==> src/rtl/pipelined_addsub_seg.sv <==
// Pipelined add/subtract unit: WIDTH bits split into SEG-bit carry segments, one segment per stage,
// with valid/ready handshaking and a global stall driven by the output register.
module pipelined_addsub_seg #(
  parameter int WIDTH = 32,
  parameter int SEG   = 16
) (
  input  logic             clk,
  input  logic             rst,
  input  logic             in_valid,
  output logic             in_ready,
  input  logic [WIDTH-1:0] in_a,
  input  logic [WIDTH-1:0] in_b,
  input  logic             in_cin,
  input  logic             in_sub,
  output logic             out_valid,
  input  logic             out_ready,
  output logic [WIDTH-1:0] out_sum,
  output logic             out_cout,
  output logic             out_ovf,
  output logic             out_zero
);
  localparam int STAGES = WIDTH / SEG;

  logic             adv;
  logic [WIDTH-1:0] b_eff;
  logic             c0;

  always_comb begin
    adv   = !out_valid || out_ready;
    b_eff = in_sub ? ~in_b : in_b;
    c0    = in_sub ? ~in_cin : in_cin;
  end

  assign in_ready = adv;

  genvar k;
  for (k = 0; k < STAGES; k++) begin : g_stage
    // Operands entering stage k only carry the bits not yet added (k*SEG and up);
    // the result register carries every bit already produced (below (k+1)*SEG).
    localparam int OPW = WIDTH - k * SEG;
    localparam int SW  = (k + 1) * SEG;

    logic [OPW-1:0] a_in;
    logic [OPW-1:0] b_in;
    logic           c_in;
    logic           v_in;
    logic [SEG:0]   seg_sum;
    logic [SW-1:0]  s_d;
    logic [SW-1:0]  s_q;
    logic           c_d;
    logic           c_q;
    logic           v_d;
    logic           v_q;

    if (k == 0) begin : g_src
      assign a_in = in_a;
      assign b_in = b_eff;
      assign c_in = c0;
      assign v_in = in_valid;
      always_comb s_d = seg_sum[SEG-1:0];
    end else begin : g_src
      assign a_in = g_stage[k-1].g_fwd.a_q;
      assign b_in = g_stage[k-1].g_fwd.b_q;
      assign c_in = g_stage[k-1].c_q;
      assign v_in = g_stage[k-1].v_q;
      always_comb s_d = {seg_sum[SEG-1:0], g_stage[k-1].s_q};
    end

    always_comb begin
      seg_sum = {1'b0, a_in[SEG-1:0]} + {1'b0, b_in[SEG-1:0]} + {{SEG{1'b0}}, c_in};
      c_d     = seg_sum[SEG];
      v_d     = v_in;
    end

    always_ff @(posedge clk) begin
      if (rst) begin
        s_q <= '0;
        c_q <= 1'b0;
        v_q <= 1'b0;
      end else if (adv) begin
        s_q <= s_d;
        c_q <= c_d;
        v_q <= v_d;
      end
    end

    if (k < STAGES - 1) begin : g_fwd
      logic [OPW-SEG-1:0] a_d;
      logic [OPW-SEG-1:0] a_q;
      logic [OPW-SEG-1:0] b_d;
      logic [OPW-SEG-1:0] b_q;

      always_comb begin
        a_d = a_in[OPW-1:SEG];
        b_d = b_in[OPW-1:SEG];
      end

      always_ff @(posedge clk) begin
        if (rst) begin
          a_q <= '0;
          b_q <= '0;
        end else if (adv) begin
          a_q <= a_d;
          b_q <= b_d;
        end
      end
    end else begin : g_tail
      // The final stage sees the operand MSBs directly, so flags are registered alongside the sum.
      logic ovf_d;
      logic ovf_q;
      logic zero_d;
      logic zero_q;

      always_comb begin
        ovf_d  = (a_in[SEG-1] == b_in[SEG-1]) && (seg_sum[SEG-1] != a_in[SEG-1]);
        zero_d = (s_d == '0);
      end

      always_ff @(posedge clk) begin
        if (rst) begin
          ovf_q  <= 1'b0;
          zero_q <= 1'b0;
        end else if (adv) begin
          ovf_q  <= ovf_d;
          zero_q <= zero_d;
        end
      end
    end
  end

  assign out_valid = g_stage[STAGES-1].v_q;
  assign out_sum   = g_stage[STAGES-1].s_q;
  assign out_cout  = g_stage[STAGES-1].c_q;
  assign out_ovf   = g_stage[STAGES-1].g_tail.ovf_q;
  assign out_zero  = g_stage[STAGES-1].g_tail.zero_q;
endmodule
==> config.mk <==
export PLATFORM = sky130hd
export DESIGN_NAME = pipelined_addsub_seg
export DESIGN_NICKNAME = d
export VERILOG_FILES = /design/src/rtl/pipelined_addsub_seg.sv
export SDC_FILE = /design/constraint.sdc
export NUM_CORES = 1
export LEC_CHECK = 0
export CAP_MARGIN = 20
export CORE_ASPECT_RATIO = 1.25
export CORE_MARGIN = 2
export CORE_UTILIZATION = 51
export CTS_CLUSTER_SIZE = 30
export DETAILED_ROUTE_END_ITERATION = 10
export PLACE_DENSITY = 0.81
export SYNTH_ARGS = -nofsm -noshare
export SYNTH_HDL_FRONTEND = slang
export SYNTH_SLANG_ARGS = --single-unit
export TNS_END_PERCENT = 30
==> constraint.sdc <==
create_clock -name clk -period 6.3 [get_ports clk]
set_clock_uncertainty 0.05 [all_clocks]
set_input_delay 1.89 -clock clk [delete_from_list [all_inputs] [get_ports clk]]
set_output_delay 1.89 -clock clk [all_outputs]
set_load 0.02 [all_outputs]
[Yosys cells after proc, flatten, opt, wreduce, memory -nomap -nowiden]
Cells that the tools add are included.
Operators by class
  equal/unequal tests: 2
  add/sub/neg operators: 4
  muxes and demuxes: 2
  reduce and logical (&&, ||, !) cells: 4
  bitwise gates (word level): 2
Operators by type and width (number)
  $add A16 B16 Y17: 2
  $add A17 B1 Y17: 2
  $logic_not A32 Y1: 1
  $mux W32: 1
  $not A32 Y32: 1
  $eq A1 B1 Y1: 1
  $logic_and A1 B1 Y1: 1
  $logic_not A1 Y1: 1
  $logic_or A1 B1 Y1: 1
  $mux W1: 1
  $ne A1 B1 Y1: 1
  $not A1 Y1: 1
Word-level totals
  output and inout port bits: 37
  word-level logic and storage cells: 24
  register bits: 86
  input port bits: 70

[Depth between registers and ports, before layout]
Gate-level depths: netlist of run 1.
  word-level depth: 4
  mapped depth: 14
  gate-level depth less buffers: 11

[Least setup slack after synthesis of run 1]
Ideal clock, no wire load.
  path kind: input -> register
  start: input port in_sub
  end: register g_stage[0].c_q
  stages on the path: 14
  arrival: 5575 ps
  buffers on the path: 3
  path slack: 542 ps
  path through: clkbuf_1 -> clkbuf_1 -> buf_1 -> xor2_1 -> fa_1 -> fa_1 -> a21o_1 -> a21oi_1 -> o21bai_1 -> a211o_1 -> nor3_1 -> o41ai_1 -> a2111oi_0 -> nor4_1
On the way
  word-level cells in the longest chain between the ends: 3
  elaborated cells between the ends (all ways): 4
  those cells by class: add/sub (2); mux (2)
RTL lines
  start, declared: RTL line 14  | input logic in_sub,
  $mux W32: RTL line 30  | b_eff = in_sub ? ~in_b : in_b;
  $add A16 B16 Y17: RTL line 70  | seg_sum = {1'b0, a_in[SEG-1:0]} + {1'b0, b_in[SEG-1:0]} + {{SEG{1'b0}}, c_in};
  $add A17 B1 Y17 (*): RTL line 70
  end signal, assigned: RTL line 78  | c_q <= 1'b0;
  end signal, assigned: RTL line 82  | c_q <= c_d;
  end, declared: RTL line 51  | logic c_q;
Mark *: on every way between the ends. The rest lies on a longest branch, timed or not.
A chain may end at the register's enable or synchronous reset.

[Worst setup path in the final report of run 1]
  start: input port out_ready
  end: output port in_ready
On the way
  word-level cells in the longest chain between the ends: 1
RTL lines
  start, declared: RTL line 16  | input logic out_ready,
  $logic_or A1 B1 Y1: RTL line 29  | adv = !out_valid || out_ready;
  end, declared: RTL line 10  | output logic in_ready,
Every way passes these cells.

==> results of run 1 <==
final timing paths:
kind | endpoint | cells after the start | slack, ps | startpoint
setup / recovery | in_ready | 4 | 1180 | out_ready
hold / removal | out_sum[26] | 2 | 400 | out_sum[26]
hold reg to reg | out_sum[26] | 2 | 400 | out_sum[26]
setup reg to reg | out_zero | 10 | 2520 | g_stage[0].c_q
stage by stage:
step	area (sq um)	utilization [%]	power [mW]	hold WS, ps	setup WS [ps]
detailed placement	5819	64.12	1.111	395.9	957.8
floorplan	4701	-	0.9450	382.2	541.8
global placement	5819	64.12	1.101	388.9	1090
global route	6101	67.22	1.701	420.6	1098
finish	6101	67.22	1.620	402.3	1179
CTS	6101	67.22	1.623	404.5	1176
state kept, by name, summed over array words and instances (netlist names):
signal and count:
g_stage.g_fwd.a_q 16, out_cout 1, g_stage.s_q 16, g_stage.v_q 1
out_zero 1, out_ovf 1, g_stage.g_fwd.b_q 16, out_valid 1
g_stage.c_q 1, out_sum 32
worst max-delay path: cells and delay by family:
family	cells	cell delay [ps]
and+or+nand+nor	1	50
buffers and inverters	3	1230
per-layer routing:
layer	routed length, um	vias up	track usage, %
met5	0	-	0
met4	215	0	7.487
met3	510	21	3.789
met2	5602	115	39.75
met1	5220	2034	30.26
li1	-	2216	-
layout make-up:
type / count / area, sq um / share of cell area [%]
Sequential cell: 86 / 1722 / 28.22
Tap cell: 123 / 153.9 / 2.523
Inverter: 9 / 33.78 / 0.5537
Clock buffer: 11 / 232.7 / 3.815
Timing Repair Buffer: 110 / 1081 / 17.72
Clock inverter: 4 / 48.80 / 0.7998
Multi-Input combinational cell: 453 / 2829 / 46.37
placed cells by master, fill, tap and decap left out, types with 2 or more instances in the layout:
cell,netlist,layout
nand2_1,116,116
clkdlybuf4s50_1,0,104
dfxtp_1,86,86
a21oi_1,77,77
nor2_1,43,43
xnor2_1,33,33
ha_1,30,30
a211oi_1,25,25
xor2_1,21,21
o21ai_0,12,12
nand3_1,9,9
nor3_1,9,9
clkbuf_16,0,9
a21o_1,8,8
a211o_1,8,8
inv_1,9,8
o21a_1,7,7
nor4_1,7,7
o21bai_1,6,6
and3_1,4,4
or4_1,4,4
fa_1,4,4
buf_4,0,4
a31oi_1,3,3
nand3b_1,3,3
a211oi_2,2,2
or3_1,2,2
o41ai_1,2,2
nand4b_1,2,2
nand4_1,2,2
clkinv_2,0,2
clkbuf_1,32,2
buf_2,0,2
report_power, final:
part / internal [mW] / leakage, nW / switching [mW] / total [mW]
sequential: 0.607 / 0.713 / 0.0435 / 0.651
combinational: 0.218 / 1.63 / 0.236 / 0.454
clock: 0.304 / 0.139 / 0.211 / 0.515
total: 1.13 / 2.48 / 0.490 / 1.62
kinds of logic (layout without fill, tap and decap cells):
group | after synthesis | count (layout) | synth area share (%)
compound gates | 161 | 161 | 21.72
xor+xnor | 54 | 54 | 10.06
fa+ha+maj | 34 | 34 | 9.689
buf+inv | 42 | 134 | 3.354
flops | 86 | 86 | 36.62
simple gates | 204 | 204 | 18.55
==> flow_metrics.tcl, run 1 <==
set metrics [dict create \
    rsz0062_at_grt "no" \
    finalHoldViolations 0 \
    portBuffers 106 \
    antenna_found_initial 0 \
    cellPowerDensity_mw_per_mm2 265.5 \
    post-cts-setup-buffers 0 \
    slew_viol_final 0 \
    gp_congestion 0.8891 \
    firstDrtPassIters 4 \
    yosysSeqAreaShare_pct 36.62 \
    vdd_drop_max_mv 0.1297 \
    insertion_delay_ps 340 \
    initial_utilization_pct 51.79 \
    yosysMostFrequentCell "nand2_1" \
    grt.overflow.total 0 \
    grt_max_degree 102 \
    finalCritPeriodShare_pct 81.28 \
    setup-tns-final_ps 0 \
    max_slew.worst_pin.slew_ps 952.2 \
    layoutNonFillerInstCount 796 \
    ys_ff_latch 86 \
    cts_root_buf "clkbuf_16" \
    synth_cell_type_count 43 \
    drv_cap 0 \
    async_flop_share_pct 0 \
    rows 39 \
    status "completed" \
    grt_pass1_vias 4064 \
    slew_headroom_pct 36.52 \
    yosys-top-cells-area "dfxtp_1 (37%), nand2_1 (9.3%), a21oi_1 (8.2%)" \
    synth_cells 581 \
    drc_errors 0 \
    viasPerCell 5.510 \
    critPathRequiredTime_ps 4360 \
    groute.usage.overall_pct 23.27 \
    cts.sinks 86 \
    crit_fanout 3 \
    hold_buffers 0 \
    cp-start-kind "input pin" \
    synth_commonest_cells "nand2_1 (116), dfxtp_1 (86), a21oi_1 (77)" \
    cts_buffer_depth 2 \
    synth_warnings 0 \
    synth-edff-count 0 \
    min_period_ps 5121 \
    crit_top_cell "clkdlybuf4s50_1" \
    antenna_left 0 \
    cts-resized-gates 0 \
    place_inst 781 \
    core_sq_mm 0.009076 \
    cp.arrival_ps 3180 \
    drt_wl_total_mm 11.55 \
    clkTransAtPathRegs_ps 60 \
    hold_path.class "register to register" \
    clock.fmax_mhz 195.3 \
    die_w_um 89.87 \
    drive_above_1_share_pct 4.012 \
    syn_area_per_cell_sq_um 8.091 \
    diodes 0 \
    cellLeakagePower_nw 2.484 \
    routedWlPerCell_um 14.51 \
    htree_levels 3 \
    yosysTopAreaCell "dfxtp_1" \
    worst_setup_path_end_kind "primary output" \
    dp_hpwl_mm 8.324 \
    netlist_area_sq_mm 0.004701 \
    first_iter_violations 274 \
    critPathMaxStageDelay_ps 620 \
    cts_tree "yes" \
    syn_to_final_growth_pct 29.78 \
    setup_viol 0 \
    critPathKind "input pin to primary output" \
    synth_top_area_share_pct 36.62 \
    grt_pass1_wl_mm 19.12 \
    slowest_stage "clkdlybuf4s50_1" \
    finalNetCount 773 \
    synth_fp_nets 685 \
    die_area_sq_mm 0.01001 \
    fillCellCount 780 \
    fp.dieH_um 111.3 \
    dr_total_vias 4386 \
    num_io_pins 107 \
    cts_buffers 9 \
    synthFlopType "dfxtp_1" \
    crit_chain "clkdlybuf4s50_1 > nor2b_4 > inv_2 > clkdlybuf4s50_1" \
]
Power figures use the tool's default switching activity.
==> run 2: changes to the inputs <==
==> constraint.sdc (replaced) <==
create_clock -name clk -period 5.1 [get_ports clk]
set_clock_uncertainty 0.05 [all_clocks]
set_input_delay 1.53 -clock clk [delete_from_list [all_inputs] [get_ports clk]]
set_output_delay 1.53 -clock clk [all_outputs]
set_load 0.02 [all_outputs]
==> run 2 against run 1 <==
  * Sequential power grew 23%
  * Wire length grew 1.9%
  * Setup slack worse by 620 ps
  * Combinational power up 24%
  * First-iteration DRC count is 19% lower
  * Die area is the same
  * Via count grew 0.93%
  * Sequential share of layout area about the same
  * Clock-buffer cell count shrank 1
==> flow_metrics.tcl, run 2 (same netlist as run 1, synthesis figures left out) <==
set metrics [dict create \
    placed_area_sq_mm 0.005819 \
    htree_levels 3 \
    setup_viol 0 \
    slew_viol_final 0 \
    core_sq_mm 0.009076 \
    antenna_left 0 \
    crit_family "compound AO/OA/AOI/OAI gates" \
    place_inst 781 \
    vdd_drop_max_mv 0.2072 \
    clock.fmax_mhz 220.0 \
    dr_total_vias 4427 \
    fp.dieH_um 111.3 \
    finalNetCount 773 \
    grt.overflow.total 0 \
    grt_pass1_wl_mm 19.47 \
    power_frac_seq_pct 40.5 \
    cts_root_buf "clkbuf_16" \
    rsz0062_at_grt "no" \
    cp-start-kind "input pin" \
    whs_ps 398.5 \
    finalCritPeriodShare_pct 89.12 \
    slew_headroom_pct 37.63 \
    antenna_found_initial 0 \
    final_common_cell "nand2_1" \
    drive_above_1_share_pct 4.451 \
    reg2reg_slack_ps 1370 \
    drc_errors 0 \
    cellLeakagePower_nw 2.480 \
    rows 39 \
    cp_num_buf_inv 1 \
    viasPerCell 5.555 \
    pwr-share-comb_pct 28.5 \
    cts-resized-gates 0 \
    post-cts-setup-buffers 0 \
    cp.arrival_ps 4670 \
    critPathMaxStageDelay_ps 450 \
    portBuffers 106 \
    initial_utilization_pct 51.79 \
    p_switching_mw 0.6162 \
    min_period_ps 4545 \
    drv_cap 0 \
    crit_chain "clkdlybuf4s50_1 > xor2_1 > fa_1 > fa_1 > a21o_1 > a21oi_1 > o21bai_1 > a211o_1 > nor3_1 > o41ai_1 > a2111oi_0 > nor4_1" \
    cellPowerDensity_mw_per_mm2 324.6 \
    hold_buffers 0 \
    final_cell_mix "nand2_1 (116), clkdlybuf4s50_1 (104), dfxtp_1 (86)" \
    max_slew.worst_pin.slew_ps 935.6 \
    place_ws_ps 227.5 \
    finalHoldViolations 0 \
    diodes 0 \
    drt_wl_total_mm 11.77 \
    num_io_pins 107 \
    dp_hpwl_mm 8.572 \
    worst_setup_path_end_kind "register" \
    insertion_delay_ps 340 \
    cts_buffer_depth 2 \
    status "completed" \
    fin_total_pwr_mw 1.982 \
    fin_area_sq_mm 0.006105 \
    slowest_stage "fa_1" \
    switching_share_pct 31.09 \
    grt_max_degree 102 \
    gp_congestion 0.8564 \
    die_area_sq_mm 0.01001 \
    clkTransAtPathRegs_ps 60 \
    die_w_um 89.87 \
    p_int_mw 1.366 \
    syn_to_final_growth_pct 29.86 \
    setup-tns-final_ps 0 \
    firstDrtPassIters 4 \
    crit_top_cell "fa_1" \
    grt_pass1_vias 4253 \
    pwr-share-clk_pct 31.0 \
    critPathRequiredTime_ps 5230 \
    first_iter_violations 223 \
    routedWlPerCell_um 14.77 \
    fin_ws_ps 555.0 \
    critPathKind "input pin to register" \
    crit_fanout 3 \
    largest_reg_flops 32 \
    cts.sinks 86 \
    layoutNonFillerInstCount 797 \
    hold_path.class "register to register" \
    cts_tree "yes" \
    cts_buffers 9 \
    final_util_pct 67.26 \
    groute.usage.overall_pct 23.48 \
]
[run 2: changes by cell type in the layout (fill, tap and decap cells not counted)]
cell        delta
clkbuf_1       -2
clkinvlp_4     +2
bufinv_16      -1
clkbuf_8       +1
clkinv_2       -1
clkinv_4       +1
inv_6          +1
[run 2: power groups by stage]
stage,Sequential (mW),Clock [mW],Combinational [mW]
floorplan,0.842,0,0.326
global placement,0.813,0,0.544
detailed placement,0.816,0,0.559
CTS,0.802,0.621,0.565
global route,0.813,0.650,0.620
finish,0.803,0.613,0.565
[run 2: routing by layer]
layer / part of all wire, % / global-route usage (%)
met1: 42 / 29.16
met4: 3.1 / 10.26
met3: 4.3 / 3.045
met2: 50 / 40.96
met5: 0 / 0
[run 2: worst paths after layout]
check | from | endpoint | cells after the start
worst min register to register | out_sum[8] | out_sum[8] | 2
worst max register to register | g_stage[0].c_q | out_zero | 10
worst max-delay path | in_b[0] | g_stage[0].c_q | 12
worst min-delay path | out_sum[8] | out_sum[8] | 2
[run 2: area by class of cell]
class / instances / area [sq um]
Fill cell: 772 / 2972
Multi-Input combinational cell: 453 / 2829
Sequential cell: 86 / 1722
Timing Repair Buffer: 110 / 1081
Clock buffer: 10 / 239.0
Tap cell: 123 / 153.9
Clock inverter: 6 / 46.29
Inverter: 9 / 33.78
[run 2: worst min-delay path, delay by kind of cell, from the launching register on]
| kind | cells | cell delay [ps] |
|---|---|---|
| AND/OR/NAND/NOR | 1 | 50 |
| flip-flops | 1 | 310 |
| AO/OA/AOI/OAI | 1 | 50 |
==> run 3: changes to the inputs <==
--- a/config.mk
+++ b/config.mk
@@ -7,11 +7,12 @@
 export LEC_CHECK = 0
 export CAP_MARGIN = 20
 export CORE_ASPECT_RATIO = 1.25
-export CORE_MARGIN = 2
+export CORE_MARGIN = 4
 export CORE_UTILIZATION = 51
 export CTS_CLUSTER_SIZE = 30
 export DETAILED_ROUTE_END_ITERATION = 10
 export PLACE_DENSITY = 0.81
+export SLEW_MARGIN = 20
 export SYNTH_ARGS = -nofsm -noshare
 export SYNTH_HDL_FRONTEND = slang
 export SYNTH_SLANG_ARGS = --single-unit
==> run 3 against run 2 <==
  * Wire length up 0.63%
  * Die area up 8.2%
  * Total power down 11%
  * Sequential power about the same
  * Setup slack better by 9.1 ps
  * First-iteration DRC count down 12%
  * Register-to-register slack about the same
  * Combinational power down 1%
  * Clock-buffer cell count up 1
  * Via count down 2.1%
  * Critical path type unchanged
==> flow_metrics.tcl, run 3 (same netlist as run 1, synthesis figures left out) <==
set metrics [dict create \
    largest_reg_flops 32 \
    post-cts-setup-buffers 0 \
    max_slew.worst_pin.slew_ps 973.6 \
    hold_buffers 0 \
    firstDrtPassIters 6 \
    die_area_sq_mm 0.01083 \
    critPathMaxStageDelay_ps 450 \
    num_io_pins 107 \
    die_w_um 93.87 \
    cp.arrival_ps 4690 \
    groute.usage.overall_pct 22.22 \
    drt_wl_total_mm 11.85 \
    cts_tree "yes" \
    grt_pass1_wl_mm 19.32 \
    antenna_left 0 \
    cp_num_buf_inv 1 \
    crit_top_cell "fa_1" \
    worst_setup_path_end_kind "register" \
    finalHoldViolations 0 \
    slowest_stage "fa_1" \
    crit_fanout 3 \
    vdd_drop_max_mv 0.2129 \
    status "completed" \
    fp.dieH_um 115.3 \
    final_cell_mix "nand2_1 (116), clkdlybuf4s50_1 (104), dfxtp_1 (86)" \
    diodes 0 \
    slew_viol_final 0 \
    min_period_ps 4536 \
    syn_to_final_growth_pct 27.04 \
    drc_errors 0 \
    grt_max_degree 102 \
    cellPowerDensity_mw_per_mm2 296.9 \
    crit_family "compound AO/OA/AOI/OAI gates" \
    rsz0062_at_grt "no" \
    finalCritPeriodShare_pct 88.94 \
    drv_cap 0 \
    initial_utilization_pct 53.16 \
    gp_congestion 0.9256 \
    cts.sinks 86 \
    hold_path.class "register to register" \
    cp-start-kind "input pin" \
    cts_root_buf "clkbuf_8" \
    cts_buffer_depth 2 \
    rows 38 \
    final_common_cell "nand2_1" \
    cts-resized-gates 0 \
    slew_headroom_pct 35.10 \
    htree_levels 3 \
    setup-tns-final_ps 0 \
    finalNetCount 773 \
    antenna_found_initial 0 \
    clkTransAtPathRegs_ps 80 \
    critPathRequiredTime_ps 5260 \
    insertion_delay_ps 360 \
    crit_chain "clkdlybuf4s50_1 > xor2_1 > fa_1 > fa_1 > a21o_1 > a21oi_1 > o21bai_1 > a211o_1 > nor3_1 > o41ai_1 > a2111oi_0 > nor4_1" \
    grt_pass1_vias 4169 \
    dr_total_vias 4333 \
    cts_buffers 9 \
    first_iter_violations 196 \
    grt.overflow.total 0 \
    core_sq_mm 0.008843 \
    critPathKind "input pin to register" \
    routedWlPerCell_um 14.94 \
    dp_hpwl_mm 8.747 \
    portBuffers 106 \
    whs_ps 400.8 \
    drive_above_1_share_pct 4.012 \
    cellLeakagePower_nw 2.420 \
    setup_viol 0 \
    clock.fmax_mhz 220.5 \
    viasPerCell 5.464 \
]
## run 3: final cells by class
class | instances | area, sq um
Clock inverter | 4 | 25.02
Inverter | 9 | 33.78
Multi-Input combinational cell | 453 | 2829
Timing Repair Buffer | 110 | 1081
Tap cell | 120 | 150.1
Sequential cell | 86 | 1722
Clock buffer | 11 | 131.4
Fill cell | 744 | 2872
## run 3: per-stage QoR
stage / cells / area [sq um] / utilization, % / total power [mW] / setup WS (ps)
2_1_floorplan: 581 / 4703 / - / 1.168 / 75.94
3_3_place_gp: 778 / 5816 / 65.76 / 1.356 / 283.1
3_5_place_dp: 778 / 5816 / 65.76 / 1.373 / 157.8
4_1_cts: 793 / 5972 / 67.53 / 1.780 / 556.3
5_1_grt: 793 / 5972 / 67.53 / 1.876 / 279.7
6_report: 793 / 5972 / 67.53 / 1.773 / 564.1
## run 3: report_power, final
group          switching [mW]  total (mW)  internal [mW]
clock                   0.240       0.413          0.173
sequential             0.0529       0.802          0.749
combinational           0.288       0.558          0.270
total                   0.581        1.77           1.19
## run 3: worst paths after layout
path	from	endpoint	slack, ps	cells past startpoint
min reg2reg	out_sum[6]	out_sum[6]	400	2
min	out_sum[6]	out_sum[6]	400	2
max	in_b[0]	g_stage[0].c_q	560	12
max reg2reg	g_stage[0].c_q	out_zero	1380	10
## run 3: worst reg2reg max path, cell delays in order, from the launching register on
cell	delay, ps
dfxtp_1	340
fa_1	470
fa_1	450
a211o_1	350
a211oi_2	310
nor4_1	120
a211oi_2	270
xnor2_1	140
or4_1	540
or4_1	430
o31ai_2	170
## run 3: layer usage
layer / up-vias / routed length [um] / GRT usage, %
li1: 2207 / - / -
met1: 2002 / 4975 / 26.76
met2: 103 / 6104 / 40.22
met3: 21 / 531 / 3.338
met4: 0 / 235 / 7.322
met5: - / 0 / 0
